==> config.mk <==
export PLATFORM = sky130hd
export DESIGN_NAME = counter_seq
export DESIGN_NICKNAME = d
export VERILOG_FILES = /design/src/rtl/sd_pkg.sv /design/src/rtl/sd_crc_7.sv /design/src/rtl/counter_seq.sv
export SDC_FILE = /design/constraint.sdc
export NUM_CORES = 1
export LEC_CHECK = 0
export CAP_MARGIN = 20
export CORE_MARGIN = 2
export CORE_UTILIZATION = 40
export CTS_BUF_LIST = sky130_fd_sc_hd__clkbuf_8 sky130_fd_sc_hd__clkbuf_16
export DETAILED_ROUTE_END_ITERATION = 10
export PLACE_DENSITY_LB_ADDON = 0.3
export SYNTH_ARGS = -nofsm -noshare
export SYNTH_HDL_FRONTEND = slang
export SYNTH_SLANG_ARGS = --single-unit
==> constraint.sdc <==
create_clock -name clk -period 2.3 [get_ports clk]
set_clock_uncertainty 0.2 [all_clocks]
set_input_delay 0.23 -clock clk [delete_from_list [all_inputs] [get_ports clk]]
set_output_delay 0.23 -clock clk [all_outputs]
set_load 0.01 [all_outputs]
==> src/rtl/sd_pkg.sv <==
// Shared SD definitions.
//   SD_CRC7_POLY : low-order terms of the CRC7 generator x^7 + x^3 + 1
//   SD_CNT_MAX   : default terminal count (40 counts, 0..39)
//   sd_crc7_step : one serial-bit update of a CRC7 register
package sd_pkg;

  localparam logic [6:0]  SD_CRC7_POLY = 7'h09;
  localparam int unsigned SD_CNT_MAX   = 32'h27;

  // The bit shifted out of crc[6] XORed with the incoming bit is the feedback;
  // it is folded back in at the x^3 and x^0 taps.
  function automatic logic [6:0] sd_crc7_step(input logic [6:0] crc_cur,
                                              input logic       bit_in);
    logic fb;
    fb = bit_in ^ crc_cur[6];
    return {crc_cur[5:0], 1'b0} ^ (fb ? SD_CRC7_POLY : 7'h00);
  endfunction

endpackage

==> src/rtl/sd_crc_7.sv <==
// Serial SD CRC7 engine, MSB first.
// Ports:
//   clk     : clock, rising edge
//   reset_n : asynchronous active-low reset, clears crc
//   init    : synchronous clear, has priority over absorption
//   enable  : absorb bitval this cycle
//   bitval  : serial data bit
//   crc     : current CRC7 remainder
module sd_crc_7
  import sd_pkg::*;
(
  input  logic       clk,
  input  logic       reset_n,
  input  logic       init,
  input  logic       enable,
  input  logic       bitval,
  output logic [6:0] crc
);

  always_ff @(posedge clk or negedge reset_n) begin
    if (!reset_n) begin
      crc <= 7'h00;
    end else if (init) begin
      crc <= 7'h00;
    end else if (enable) begin
      crc <= sd_crc7_step(crc, bitval);
    end
  end

endmodule

==> src/rtl/counter_seq.sv <==
// Sequence counter with running SD CRC7.
// A start_strb pulse begins a sequence of MAX+1 enabled counts; every enabled
// count absorbs bitval into the CRC. strb marks the last enabled count, after
// which the block goes idle and the CRC holds its final value.
// Ports:
//   clk        : clock, rising edge
//   reset_n    : asynchronous active-low reset
//   enable     : count/shift qualifier
//   start_strb : start (or restart) a sequence, clears CRC
//   bitval     : serial data bit, MSB first
//   cntr       : current count
//   strb       : terminal-count pulse (combinational)
//   busy       : sequence in progress
//   crc        : running CRC7
module counter_seq
  import sd_pkg::*;
#(
  parameter int unsigned DW  = 8,
  parameter int unsigned MAX = SD_CNT_MAX
) (
  input  logic          clk,
  input  logic          reset_n,
  input  logic          enable,
  input  logic          start_strb,
  input  logic          bitval,
  output logic [DW-1:0] cntr,
  output logic          strb,
  output logic          busy,
  output logic [6:0]    crc
);

  localparam logic [DW-1:0] MAX_C = DW'(MAX);

  logic running;
  logic step;

  assign step = running & enable;
  assign strb = step & (cntr == MAX_C);
  assign busy = running;

  // start_strb outranks the terminal count, so a start coinciding with strb
  // restarts instead of ending the sequence.
  always_ff @(posedge clk or negedge reset_n) begin
    if (!reset_n) begin
      running <= 1'b0;
      cntr    <= '0;
    end else if (start_strb) begin
      running <= 1'b1;
      cntr    <= '0;
    end else if (strb) begin
      running <= 1'b0;
      cntr    <= '0;
    end else if (step) begin
      cntr    <= cntr + DW'(1);
    end
  end

  sd_crc_7 u_crc (
    .clk     (clk),
    .reset_n (reset_n),
    .init    (start_strb),
    .enable  (step),
    .bitval  (bitval),
    .crc     (crc)
  );

endmodule

**Word-level counts from Yosys, hierarchy flattened**

Cells that the tools add are included.

- Flip-flop bits (word level): 16
- Bits of input ports: 5
- Output and inout bits: 17
- Logic and storage cells: 20

- Add/subtract/negate cells: 1
- Equal/unequal tests: 1
- Mux-type cells: 8
- Bitwise gates (word level): 4
- Reduce and logical (&&, ||, !) cells: 3

Operators by type and width:

| kind | number |
|---|---|
| $mux W8 | 3 |
| $mux W7 | 2 |
| $add A8 B1 Y8 const B | 1 |
| $eq A8 B6 Y1 const B | 1 |
| $xor A7 B7 Y7 | 1 |
| $mux W4 | 1 |
| $reduce_bool A2 Y1 | 2 |
| $reduce_bool A3 Y1 | 1 |
| $and A1 B1 Y1 | 2 |
| $mux W1 | 2 |
| $xor A1 B1 Y1 | 1 |

**Longest topological paths before layout**

- Depth in word-level cells: 5
- Depth in mapped cells: 6
- Depth with buffers taken out: 5

**By module**

A second synthesis with hierarchy kept.

- Cells, all modules: 76
- Area total of the unflattened synthesis: 775.7 µm²

Modules (own cells, without submodules):

| module | instances | cells an instance | area an instance (µm²) | seq. area each (µm²) |
|---|---|---|---|---|
| counter_seq | 1 | 48 | 467.9 | 225.2 |
| sd_crc_7 | 1 | 28 | 307.8 | 175.2 |

**Least setup slack after synthesis**

No wires, ideal clock.

- Path kind: register -> register
- Start point: reg cntr[4]
- End point: reg cntr[3]
- Arrival: 1.563 ns
- Data required time: 1.981 ns
- Setup slack: 0.419 ns
- Cell stages (with the launch flop): 6
- Buffers on the path: 1
- Clock period less this slack: 1.881 ns
- Cell sequence: dfrtp_1 or4b_4 nor3_2 or2_1 buf_6 nor2_1

- Longest elaborated chain between the ends: 4

Ends and longest elaborated chain:

| item | RTL line | text |
|---|---|---|
| start: declaration | counter_seq.sv:26 | `output logic [DW-1:0] cntr,` |
| start signal: assignment | counter_seq.sv:54 | `cntr <= cntr + DW'(1);` |
| $eq A8 B6 Y1 (*) | counter_seq.sv:38 | `assign strb = step & (cntr == MAX_C);` |
| $and A1 B1 Y1 (*) | counter_seq.sv:38 |  |
| via strb | counter_seq.sv:27 | `output logic strb,` |
| $mux W8 | counter_seq.sv:50 | `end else if (strb) begin` |
| $mux W8 | counter_seq.sv:47 | `end else if (start_strb) begin` |

Mark *: on every way through the listed nets, which the timed path passes. The rest lies on a longest branch.
A chain may end at the register's enable or synchronous reset.

**Worst setup path after layout**

- Start point: reg cntr[6]
- End point: out strb

- Longest elaborated chain between the ends: 2

Ends and longest elaborated chain:

| item | RTL line |
|---|---|
| $eq A8 B6 Y1 | counter_seq.sv:38 |
| $and A1 B1 Y1 | counter_seq.sv:38 |
| end: declaration | counter_seq.sv:27 |

No other way between the ends.

==> out/qor.txt <==
Area growth, synth to finish = 37.2%
TritonCTS buffer count = 3
Worst EP arrival = 1700 ps
Worst-Margin Slew = 707 ps
Synthesized instance count = 79
Power Total = 0.000557 W
Drt first pass iters = 4
CTS H-tree lvls = 1
RSZ-0062 raised after global routing = no
R2r endpoint = cntr[2]$_DFFE_PN0P_
Seq cells post-synth = 16
Register area share after synthesis = 52.2%
Drt wl/cell = 12.6 µm
Chip height = 47.8 µm
Vias in the first global route = 640
Vias = 633
Die Area = 2280 µm²
Avg Inst Size Synth = 9.71 µm²
Final Max Tran Viols = 0
Req. time, crit path = 1870 ps
DR iter-0 viols = 7
Placed Instances = 125
Slowest cell delay on critical path = 540 ps
Most frequent cells in the layout = clkdlybuf4s50_1 (20), nand2_1 (16), dfrtp_1 (16)
Mux cell area share after synthesis = 0%
Clock sink total = 16
Diodes inserted = 0
Worst R2R Setup Slack = 460 ps
Vias per inst = 4.95
CP Capture Type = output port
Worst Path Max Fanout = 4
Max-capacitance violation count = 0
CTS tree = done
Final antenna-violating net count = 0
DP HPWL = 1.18 mm
Register area = 400 µm²
Core Area = 1760 µm²
# nets final = 111
Reg2Reg Depth = 4
Syn Nets = 85
Setup WS pre-CTS = 145 ps
Unique masters post-synth = 26
Layout cells sized above 1 = 9.71%
Design Area, Final = 1050 µm²
Final setup vio count = 0
Final WS setup = 165 ps
XOR/XNOR share of the synthesized area = 9.14%
Initial Utilization = 43.5%
TNS Setup = 0 ps
Final Hold Violating Endpoints = 0
Remaining Overflow, GRT = 0
Largest net degree at the start of global routing = 17
Root Driver = clkbuf_8
Leakage = 0.430 nW
Fillers = 174
IO Pins = 22
Complex-gate fraction of the synthesized area = 9.14%
Clock Path Buffers = 2
Die Width = 47.8 µm
Area of the multi-input gates = 344 µm²
Status = finished clean
Clk pin slew, worst setup/hold paths = 60 ps
Slew margin rel. = 52.7%
Routed wire length = 1.61 mm
Gpl congestion = 0.770
Reg-to-Reg Start = cntr[6]$_DFFE_PN0P_
Synth warn = 0
Remaining DRCs = 0
First-pass GRT wire length = 2.53 mm
Synth Area in Simple Gates = 25.0%
Max rail drop VDD = 0.000369 V
Max Freq = 468 MHz
Post-CTS setup buffers = 0
Port bufs = 21
Worst hold path type = primary input to async pin
CP startpoint kind = register
Critical-path top delay cell = or4b_4
Initial antenna violation count = 0
Mapped Area = 767 µm²
Period minus WS final = 2130 ps
Setup CP Type = register to output port
Row count = 15
Gr usage total = 16.3%
Commonest non-fill, non-tap cell in the layout = clkdlybuf4s50_1
Async set-reset flop share out of synthesis = 100%
Placed Instance Area = 1010 µm²
Largest family of logic cells by synthesized area = simple AND/OR/NAND/NOR gates
Crit path cell chain = or4b_4, nor3_2, dlygate4sd2_1
Post-synth EDFFs = 0
Main flop type after synthesis = dfrtp_1
Fin crit share = 92.8%
Clock Latency Late Sink = 240 ps
Fin cells = 128
Pwr/cell area = 529 nW/µm²
Synthesized-area fraction occupied by adder cells = 1.63%
## worst max-delay path: cells and delay by family (launching register included)
kind | cells | cell delay, ps
buffers and inverters | 1 | 290
and+or+nand+nor | 2 | 760
DFF | 1 | 400
## per-layer routing
metal  up-vias  GRT usage, %  wire, µm
li1        312             -         -
met1       304          18.1       714
met2        15          29.1       829
met3         2          3.40        56
met4         0          8.11        10
met5         -             0         0
## power breakdown
part,internal [W],switching [W]
Sequential,0.000288,0.00000684
Combinational,0.0000285,0.0000311
Clock,0.000116,0.0000859
Total,0.000433,0.000124
## Yosys cell counts (2+ instances only)
cell      instances  area, µm²
nor3b_1           2       15.0
clkbuf_1          2       7.51
dfrtp_1          16        400
xor2_1            2       17.5
nand2_1          16       60.1
o21ai_0           2       10.0
xnor2_1           6       52.6
a21oi_1           9       45.0
nor2_1            7       26.3
## timing repair
action | in CTS | in global routing
hold buffers | 0 | 0
endpoints found under the setup margin | 1 | 0
resized for setup | 1 | 0
## cell families after synthesis
logic type,after synthesis
simple gates,37
flops,16
compound gates,13
xor+xnor,8
buf+inv,4
fa+ha+maj,1
## final cells by class
type | count | area share [%]
clock buffer | 3 | 3.92
inverter | 1 | 0.357
multi-input combinational | 59 | 32.7
sequential | 16 | 38.0
tap | 25 | 2.97
timing repair buffer | 24 | 22.0
## stage by stage
stage	utilization, %	hold slack (ps)
2_1_floorplan	-	-266
3_3_place_gp	57.4	326
3_5_place_dp	57.4	341
4_1_cts	59.6	239
5_1_grt	59.6	256
6_report	59.6	214
## flip-flops by register name (all words and copies together), names as in the netlist
register	cells
u_crc.crc	7
cntr	8
busy	1
## worst max-delay path by stage
| stage | from | end | slack [ps] | cells past startpoint |
|---|---|---|---|---|
| 2_1_floorplan | cntr[4]$_DFFE_PN0P_ | cntr[3]$_DFFE_PN0P_ | 420 | 5 |
| 3_3_place_gp | cntr[6]$_DFFE_PN0P_ | strb | 150 | 3 |
| 3_5_place_dp | cntr[6]$_DFFE_PN0P_ | strb | 140 | 3 |
| 4_1_cts | cntr[6]$_DFFE_PN0P_ | strb | 150 | 3 |
| 5_1_grt | cntr[6]$_DFFE_PN0P_ | strb | 110 | 3 |
| 6_report | cntr[6]$_DFFE_PN0P_ | strb | 170 | 3 |
(Power assumes the default switching activity.)
